==> src/rtl/demux_16b_1to2.sv <==
// 1-to-2 demultiplexer for 16-bit words with a small FIFO per output channel.
// sel=1 steers an accepted word to channel A, sel=0 to channel B; outputs come straight from storage.
module demux_16b_1to2 #(
    parameter int DEPTH = 2
) (
    input  logic                       clk,
    input  logic                       rst,
    input  logic [15:0]                in_data,
    input  logic                       sel,
    input  logic                       in_valid,
    output logic                       in_ready,
    output logic [15:0]                out_a,
    output logic                       out_a_valid,
    input  logic                       out_a_ready,
    output logic [15:0]                out_b,
    output logic                       out_b_valid,
    input  logic                       out_b_ready,
    output logic [$clog2(DEPTH):0]     cnt_a,
    output logic [$clog2(DEPTH):0]     cnt_b
);

    localparam int PW = $clog2(DEPTH);
    localparam int CW = PW + 1;
    localparam logic [CW-1:0] FULL = CW'(DEPTH);

    logic [15:0]   mem_a [DEPTH];
    logic [15:0]   mem_b [DEPTH];
    logic [PW-1:0] wr_a, rd_a, wr_b, rd_b;
    logic          push_a, push_b, pop_a, pop_b;

    // Only the selected channel's occupancy gates acceptance; a full channel
    // never passes a word through even while it is being popped.
    assign in_ready    = sel ? (cnt_a < FULL) : (cnt_b < FULL);
    assign push_a      = in_valid & in_ready & sel;
    assign push_b      = in_valid & in_ready & ~sel;

    assign out_a_valid = (cnt_a != '0);
    assign out_b_valid = (cnt_b != '0);
    assign pop_a       = out_a_valid & out_a_ready;
    assign pop_b       = out_b_valid & out_b_ready;

    assign out_a       = mem_a[rd_a];
    assign out_b       = mem_b[rd_b];

    always_ff @(posedge clk or posedge rst) begin
        if (rst) begin
            for (int i = 0; i < DEPTH; i++) begin
                mem_a[i] <= '0;
            end
            wr_a  <= '0;
            rd_a  <= '0;
            cnt_a <= '0;
        end else begin
            if (push_a) begin
                mem_a[wr_a] <= in_data;
                wr_a        <= wr_a + PW'(1);
            end
            if (pop_a) begin
                rd_a <= rd_a + PW'(1);
            end
            case ({push_a, pop_a})
                2'b10:   cnt_a <= cnt_a + CW'(1);
                2'b01:   cnt_a <= cnt_a - CW'(1);
                default: cnt_a <= cnt_a;
            endcase
        end
    end

    always_ff @(posedge clk or posedge rst) begin
        if (rst) begin
            for (int i = 0; i < DEPTH; i++) begin
                mem_b[i] <= '0;
            end
            wr_b  <= '0;
            rd_b  <= '0;
            cnt_b <= '0;
        end else begin
            if (push_b) begin
                mem_b[wr_b] <= in_data;
                wr_b        <= wr_b + PW'(1);
            end
            if (pop_b) begin
                rd_b <= rd_b + PW'(1);
            end
            case ({push_b, pop_b})
                2'b10:   cnt_b <= cnt_b + CW'(1);
                2'b01:   cnt_b <= cnt_b - CW'(1);
                default: cnt_b <= cnt_b;
            endcase
        end
    end

endmodule

==> config.mk <==
export PLATFORM = sky130hd
export DESIGN_NAME = demux_16b_1to2
export DESIGN_NICKNAME = d
export VERILOG_FILES = /design/src/rtl/demux_16b_1to2.sv
export SDC_FILE = /design/constraint.sdc
export NUM_CORES = 1
export LEC_CHECK = 0
export CAP_MARGIN = 20
export CORE_AREA = 3 3 106 118
export CTS_CLUSTER_DIAMETER = 50
export DETAILED_ROUTE_END_ITERATION = 8
export DIE_AREA = 0 0 109 121
export PLACE_DENSITY_LB_ADDON = 0.08
export SLEW_MARGIN = 5
export SYNTH_ARGS = -nofsm -noshare
export SYNTH_HDL_FRONTEND = slang
export SYNTH_SLANG_ARGS = --single-unit
==> constraint.sdc <==
create_clock -name clk -period 2.95 [get_ports clk]
set_input_delay 0.7375 -clock clk [delete_from_list [all_inputs] [get_ports clk]]
set_output_delay 0.7375 -clock clk [all_outputs]
set_load 0.005 [all_outputs]
======== Yosys cells after proc, flatten, opt, wreduce, memory -nomap -nowiden ========
Cells that the tools add are included.
cells by class
  reduce and logical (&&, ||, !) cells .... 6
  eq/ne operators ......................... 4
  add/sub/neg operators ................... 8
  order comparisons ....................... 8
  muxes and demuxes ....................... 15
  bitwise operators ....................... 10
operators with widths
  cell                 number
  $mux 16              8
  $bwmux 32            2
  $demux 16 s1         2
  $ge 2x2->1 const B   4
  $not 1->2            4
  $pmux 2 s2           2
  $reduce_bool 2->1    4
  $and 1x1->1          5
  $add 1x1->1 const B  4
  $add 2x1->2 const B  2
  $eq 2x1->1 const B   2
  $eq 2x2->1 const B   2
  $lt 2x1->1 const B   2
  $lt 2x2->1 const B   2
  $sub 2x1->2 const B  2
  $logic_and 1x1->1    2
  $mux 1               1
  $not 1->1            1
word-level totals
  output and inout port bits .............. 39
  logic and storage cells ................. 61
  flip-flop bits (word level) ............. 72
  input bits .............................. 22

======== Logic depth before layout (Yosys ltp) ========
Gate-level depths: netlist of the first run.
  word-level depth ........................ 6
  depth in mapped cells ................... 6
  gate-level depth less buffers ........... 6

======== Worst setup path before layout of the first run ========
OpenSTA, ideal clock, no wires.
  path type ............................... input-to-reg
  start ................................... in sel
  end ..................................... reg mem_b[16] (netlist bit)
  required time ........................... 2.825 ns
  buffers on the path ..................... 2
  setup time .............................. 0.125 ns
  arrival ................................. 1.818 ns
  cell stages on the path ................. 5
  slack ................................... 1.007 ns
  cell sequence ........................... or3b_1 -> buf_6 -> nor2_8 -> buf_12 -> mux2_4
on the way
  longest elaborated chain between the ends .. 3
  elaborated cells between the ends (all ways) .. 4
  classes of those cells .................. mux: 1; bitwise: 3
RTL lines
  what                            line  RTL
  start: declaration              9     input logic sel,
  $mux 1                          33    assign in_ready = sel ? (cnt_a < FULL) : (cnt_b < FULL);
  $and 1x1->1                     35    assign push_b = in_valid & in_ready & ~sel;
  $and 1x1->1 *                   35
  end signal: indexed assignment  79    mem_b[wr_b] <= in_data;
  end: declaration                27    logic [15:0] mem_b [DEPTH];
Mark *: on every way between the ends. The rest lies on a longest branch, timed or not.
A chain may end at the register's enable or synchronous reset.

======== Worst setup path in the final report of the first run ========
  start ................................... in sel
  end ..................................... out in_ready
on the way
  longest elaborated chain between the ends .. 1
RTL lines
  what              line  RTL
  $mux 1            33
  end: declaration  11    output logic in_ready,
Every way passes these cells.

==> metrics.md, run 1 <==
| Metric | Value |
|---|---|
| Synthesized instance count | 204 |
| Leak | 1.86 nW |
| Avg WL per Cell | 15.9 um |
| Crit end category | output pin |
| CP Class | input port to output pin |
| Initial antenna violation count | 0 |
| Max Cap Violations | 0 |
| Final setup fails | 0 |
| CP Cell Sequence | clkdlybuf4s50_1 -> mux2i_1 -> clkdlybuf4s50_1 |
| Largest net degree at the start of global routing | 33 |
| Tcrit/Tclk final | 92.5% |
| Layout Area Growth over Synthesis | 33.5% |
| Tot GR Track Use | 11.5% |
| Number of iterations in the first detailed-routing pass | 4 |
| H-tree lvl count | 3 |
| Hold path start | mem_a[20] |
| Peak VDD IR | 0.398 mV |
| Worst path bufs/invs | 2 |
| Final Cell Area | 4370 sq um |
| IO Pins | 61 |
| Number of port buffers | 60 |
| Max Root-Sink Buffers | 2 |
| Hold endpoint | mem_a[20] |
| Worst hold path type | flop to flop |
| Chip width | 109 um |
| Placer's final routability congestion estimate | 0.669 |
| First-pass GRT wire length | 11,300 um |
| Synth Area per Inst | 16.0 sq um |
| Sw frac | 27.6% |
| Psw | between 1 and 1.5 mW |
| Status | completed |
| Post-route ant nets | 0 |
| R2R Path Start | cnt_b[1] |
| Reg power frac | 35.2% |
| Area post-placement | approximately 4100 sq um |
| Std-Cell Rows | 41 |
| Startpoint types | input port |
| Hold_ws | between 400 and 500 ps |
| P_int | 3.65 mW |
| CTS tree | built |
| Slew headroom | 66.0% |
| Crit Reg-Reg Endpoint | mem_b[18] |
| Slowest cell on crit path | clkdlybuf4s50_1 |
| Clock transition at path regs | 60 ps |
| Ant. Diodes | 0 |
| Worst-margin pin slew | 509 ps |
| Initial Utilization | between 20% and 30% |
| CTS resizes | 0 |
| Final Slew Violations | 0 |
| Setup repair after global routing missed its margin | false |
| Area share of the largest cell type after synthesis | a little under three fifths |
| Synth cell types | 21 |
| Worst Skew | roughly 7 ps |
| Cell Pwr Density | about 1200 nW/um^2 |
| Reg2reg setup slack | 1070 ps |
| Core Region | 11,400 sq um |
| Prevailing post-synth register cell | dfrtp_1 |
| Routed WL | 6870 um |
| Vias in the first global route | 2,030 |
| Register bit total from synthesis | 72 |
| Combinational share of power | 44.8% |
| Top achievable clock speed | 367 MHz |
| Post-CTS setup buffers | 0 |
| Warnings from Yosys | 0 |
| Final #Nets | between 300 and 400 |
| Clk_lat worst skew | 330 ps |
| Post-synth EDFFs | 0 |
| Syn Nets | 228 |
| DR vias | 1,864 |
| Die area | 13,200 sq um |
| Critical path's top delay family | buffers and inverters |
| Final Hold Fails | 0 |
| Largest area contributor in the netlist | dfrtp_1 |
| Clk sinks | 72 |
| Drc violations | 0 |
| Arrival time at the worst endpoint | 1990 ps |
| CP max stage delay | 540 ps |
| Post-layout util | 38.2% |
| Fin crit period | 2730 ps |
| Cts bufs inserted | 9 |
| Top cells by area, synth | dfrtp_1, mux2_2, mux2_4, xnor2_1, buf_12 |
| # fillers | 1,120 |
| DP HPWL | 4820 um |
| Worst Reg2Reg Path Length in Cells | 4 |
| CP max FO | 4 |
| CTS Hold Buffers Added | 0 |
| CP Data Required Time | 2210 ps |
| Vias per cell | roughly 4.3 |
| Final TNS setup | 0 ps |
| Root Driver | clkbuf_16 |
| Total gr overflow | 0 |
| Proportion of synthesized chip area in sequential cells | 55.0% |
| Cell repeated most along the worst path | clkdlybuf4s50_1 |
| Die height | 121 um |
| Clock power frac | 20.0% |
| Ys async rst share | 100% |
| Cell Area, Synth | 3270 sq um |
| DRT iter0 DRCs | 37 |
| Share of cells above drive strength 1 | 45.7% |
| Hold Crit Depth | 1 |
[per-stage QoR]
step                      total power [mW]  setup slack [ps]  instances
after floorplan                       3.01               388        204
after global placement                4.09               219        416
after detailed placement              4.11               221        416
final                                 5.04               222        432
after global routing                  5.40               156        432
after CTS                             5.16               222        432
[power by group through the flow]
| stage | logic (mW) | clock network [mW] | registers, mW |
|---|---|---|---|
| floorplan | 1.30 | 0 | 1.70 |
| global placement | 2.30 | 0 | 1.79 |
| detailed placement | 2.32 | 0 | 1.79 |
| CTS | 2.33 | 1.05 | 1.78 |
| global route | 2.46 | 1.10 | 1.85 |
| finish | 2.26 | 1.01 | 1.77 |
[layout make-up]
type / instances / area [sq um] / share of cell area [%]
Sequential cell: 72 / 1800 / 41.2
Multi-Input combinational cell: 121 / 1380 / 31.6
Timing Repair Buffer: 71 / 708 / 16.2
Clock buffer: 10 / 239 / 5.47
Tap cell: 150 / 188 / 4.29
Clock inverter: 6 / 43.8 / 1.00
Inverter: 2 / 7.51 / 0.172
[worst max path at each step]
stage / cells after the start / slack [ps] / endpoint / from
6_report: 3 / 220 / in_ready / sel
5_1_grt: 3 / 160 / in_ready / sel
4_1_cts: 3 / 220 / in_ready / sel
3_5_place_dp: 3 / 220 / in_ready / sel
3_3_place_gp: 3 / 220 / in_ready / sel
2_1_floorplan: 1 / 390 / cnt_a[0] / rst
[layer usage]
metal | GRT usage, % | wire length, um | share of wire [%]
met1 | 15.4 | 3230 | 47
met2 | 17.1 | 3150 | 46
met5 | 0 | 0 | 0
met3 | 3.14 | 355 | 5.2
met4 | 5.45 | 133 | 1.9
[cell usage after synthesis (2+ instances only)]
cell type and count:
and2_1 2, buf_12 2, buf_2 3, clkbuf_1 2, dfrtp_1 72, ha_1 2
inv_1 2, mux2_2 76, mux2_4 20, nor2_1 2, nor2_8 2, or2_2 2
xnor2_1 6, xor2_1 4
[sequential cells by signal, indices dropped and copies added, names as in the netlist]
| register | cells |
|---|---|
| mem_a | 32 |
| mem_b | 32 |
| cnt_a | 2 |
| cnt_b | 2 |
| rd_a | 1 |
| rd_b | 1 |
| wr_a | 1 |
| wr_b | 1 |
[cells by family after synthesis]
family                     after synthesis  share of synthesized area (%)
muxes                                   97                           35.6
DFF                                     72                           55.0
and+or+nand+nor                         12                           3.17
buffers and inverters                   11                           2.71
xor gates and xnor gates                10                           2.68
adders and majority gates                2                          0.764
[cells in the final DEF, fill, tap and decap left out, drive strengths merged, types with 2 or more instances in the layout]
master,instances
and2,2
buf,11
clkbuf,10
clkdlybuf4s50,60
clkinv,4
dfrtp,72
ha,2
inv,3
mux2,96
nor2,5
or2,2
xnor2,6
xor2,4
Note: power is estimated with default switching activity, not from simulation.
==> run 2, diff against run 1 <==
- CORE_AREA: 3 3 106 118 -> 3 3 80 90
- DIE_AREA: 0 0 109 121 -> 0 0 83 93
- RECOVER_POWER: not set -> 50
==> metrics.md, run 2 (synthesis gave the netlist of run 1 again) <==
| Metric | Value |
|---|---|
| Initial antenna violation count | 0 |
| Most frequent cells in the layout | mux2_2, dfrtp_1, clkdlybuf4s50_1, mux2_4, clkbuf_8 |
| Largest net degree at the start of global routing | 27 |
| CP Depth | 3 |
| Share of cells above drive strength 1 | 44.2% |
| Worst path bufs/invs | 2 |
| Setup repair after global routing missed its margin | false |
| IO Pins | 61 |
| Root Driver | clkbuf_8 |
| Cell Pwr Density | about 1100 nW/um^2 |
| Final TNS setup | 0 ps |
| Post-CTS setup buffers | 0 |
| Clock power frac | approximately 16% |
| Crit Reg-Reg Endpoint | mem_a[10] |
| Ant. Diodes | 0 |
| Total gr overflow | 0 |
| Die area | 7720 sq um |
| DR vias | 1,846 |
| Core Region | 6440 sq um |
| Final cell count without fillers | 360 |
| Placed instance count | between 300 and 400 |
| CTS Hold Buffers Added | 0 |
| Crit end category | output pin |
| CTS tree | built |
| Clk_lat worst skew | 340 ps |
| Arrival time at the worst endpoint | 2040 ps |
| Initial Utilization | 50.8% |
| Top achievable clock speed | 360 MHz |
| Startpoint types | input port |
| P_int | about 3.4 mW |
| Most common cell after layout, fill and taps aside | mux2_2 |
| CP max FO | 4 |
| Area occupied by registers | about 1800 sq um |
| Clock transition at path regs | about 80 ps |
| Leak | 1.79 nW |
| Tcrit/Tclk final | between 90% and 100% |
| CP max stage delay | 600 ps |
| Hold_ws | 505 ps |
| Vias in the first global route | 1,936 |
| Final Slew Violations | 0 |
| Die height | 93 um |
| Placer's final routability congestion estimate | around 0.72 |
| Critical path's top delay family | buffers and inverters |
| Final #Nets | 297 |
| Number of port buffers | 60 |
| Multi-input logic area | 1380 sq um |
| DP HPWL | 4130 um |
| # fillers | 499 |
| Reg2reg setup slack | 1040 ps |
| Combinational share of power | a little under half |
| CP Data Required Time | 2210 ps |
| Slew headroom | 27.7% |
| Number of iterations in the first detailed-routing pass | 4 |
| Vias per cell | just over 5 |
| Cts bufs inserted | 9 |
| CP Class | input port to output pin |
| CTS resizes | 0 |
| DRT iter0 DRCs | 41 |
| Peak VDD IR | 0.689 mV |
| Layout Area Growth over Synthesis | 27.1% |
| Drc violations | 0 |
| H-tree lvl count | 3 |
| Slowest cell on crit path | dlygate4sd3_1 |
| Clk sinks | 72 |
| Reg power frac | between 30% and 40% |
| Avg WL per Cell | 16.6 um |
| Max Cap Violations | 0 |
| Final Hold Fails | 0 |
| Worst setup path start | sel |
| Crit path capture | in_ready |
| First-pass GRT wire length | between 9000 and 10,000 um |
| Routed WL | 5960 um |
| Worst hold path type | flop to flop |
| Status | completed |
| Psw | approximately 1.3 mW |
| R2R Path Start | cnt_a[1] |
| Sw frac | 27.9% |
| CP Cell Sequence | dlygate4sd3_1 -> mux2i_1 -> clkdlybuf4s50_1 |
| Worst Reg2Reg Path Length in Cells | 3 |
| Post-route ant nets | 0 |
| Biggest regs | mem_a x32, mem_b x32 |
| Tot GR Track Use | 16.4% |
| Max Root-Sink Buffers | 2 |
| Worst Skew | 11.6 ps |
| Worst-margin pin slew | 1080 ps |
| Std-Cell Rows | 31 |
| Final setup fails | 0 |
| Fin crit period | 2780 ps |
| Chip width | 83 um |
[run 2: power by group through the flow]
| stage | combinational, mW | sequential (mW) | clock (mW) |
|---|---|---|---|
| after floorplan | 1.30 | 1.70 | 0 |
| after global placement | 2.24 | 1.77 | 0 |
| after detailed placement | 2.26 | 1.79 | 0 |
| after CTS | 2.28 | 1.77 | 0.778 |
| after global routing | 2.40 | 1.84 | 0.818 |
| final | 2.24 | 1.77 | 0.751 |
[run 2: worst min-delay path by stage]
stage	from	endpoint	slack, ps	depth (start not counted)
after global routing	mem_a[9]	mem_a[9]	520	1
after detailed placement	mem_a[3]	mem_a[3]	490	1
after global placement	mem_a[9]	mem_a[9]	480	1
after floorplan	mem_a[0]	mem_a[0]	470	1
after CTS	mem_b[12]	mem_b[12]	510	1
final	mem_a[29]	mem_a[29]	500	1
[run 2: worst register-to-register path: cells and delay by family, from the launching register on]
family,cells,cell delay [ps]
buf+inv,1,810
flops,1,430
mux,1,430
simple gates,1,130
[run 2: metrics by stage]
stage          utilization, %  cell area [sq um]  setup slack [ps]  power [mW]
3_5_place_dp             61.7               3970               235        4.05
3_3_place_gp             61.7               3970               244        4.01
6_report                 64.6               4160               169        4.75
5_1_grt                  64.6               4160               148        5.05
2_1_floorplan               -               3270               388        3.01
4_1_cts                  64.7               4170               230        4.83
[run 2: metal layers]
| metal | GRT usage, % | share of wire [%] |
|---|---|---|
| met1 | 21.5 | 46 |
| met2 | 26.3 | 49 |
| met3 | 4.14 | 3.6 |
| met4 | 6.54 | 1.5 |
| met5 | 0 | 0 |
[run 2: final cells by class]
cell class	instances	area share (%)
timing repair buffer	67	16.2
multi-input combinational	121	33.2
clock inverter	7	1.68
clock buffer	9	2.98
inverter	2	0.180
tap	82	2.47
sequential	72	43.3
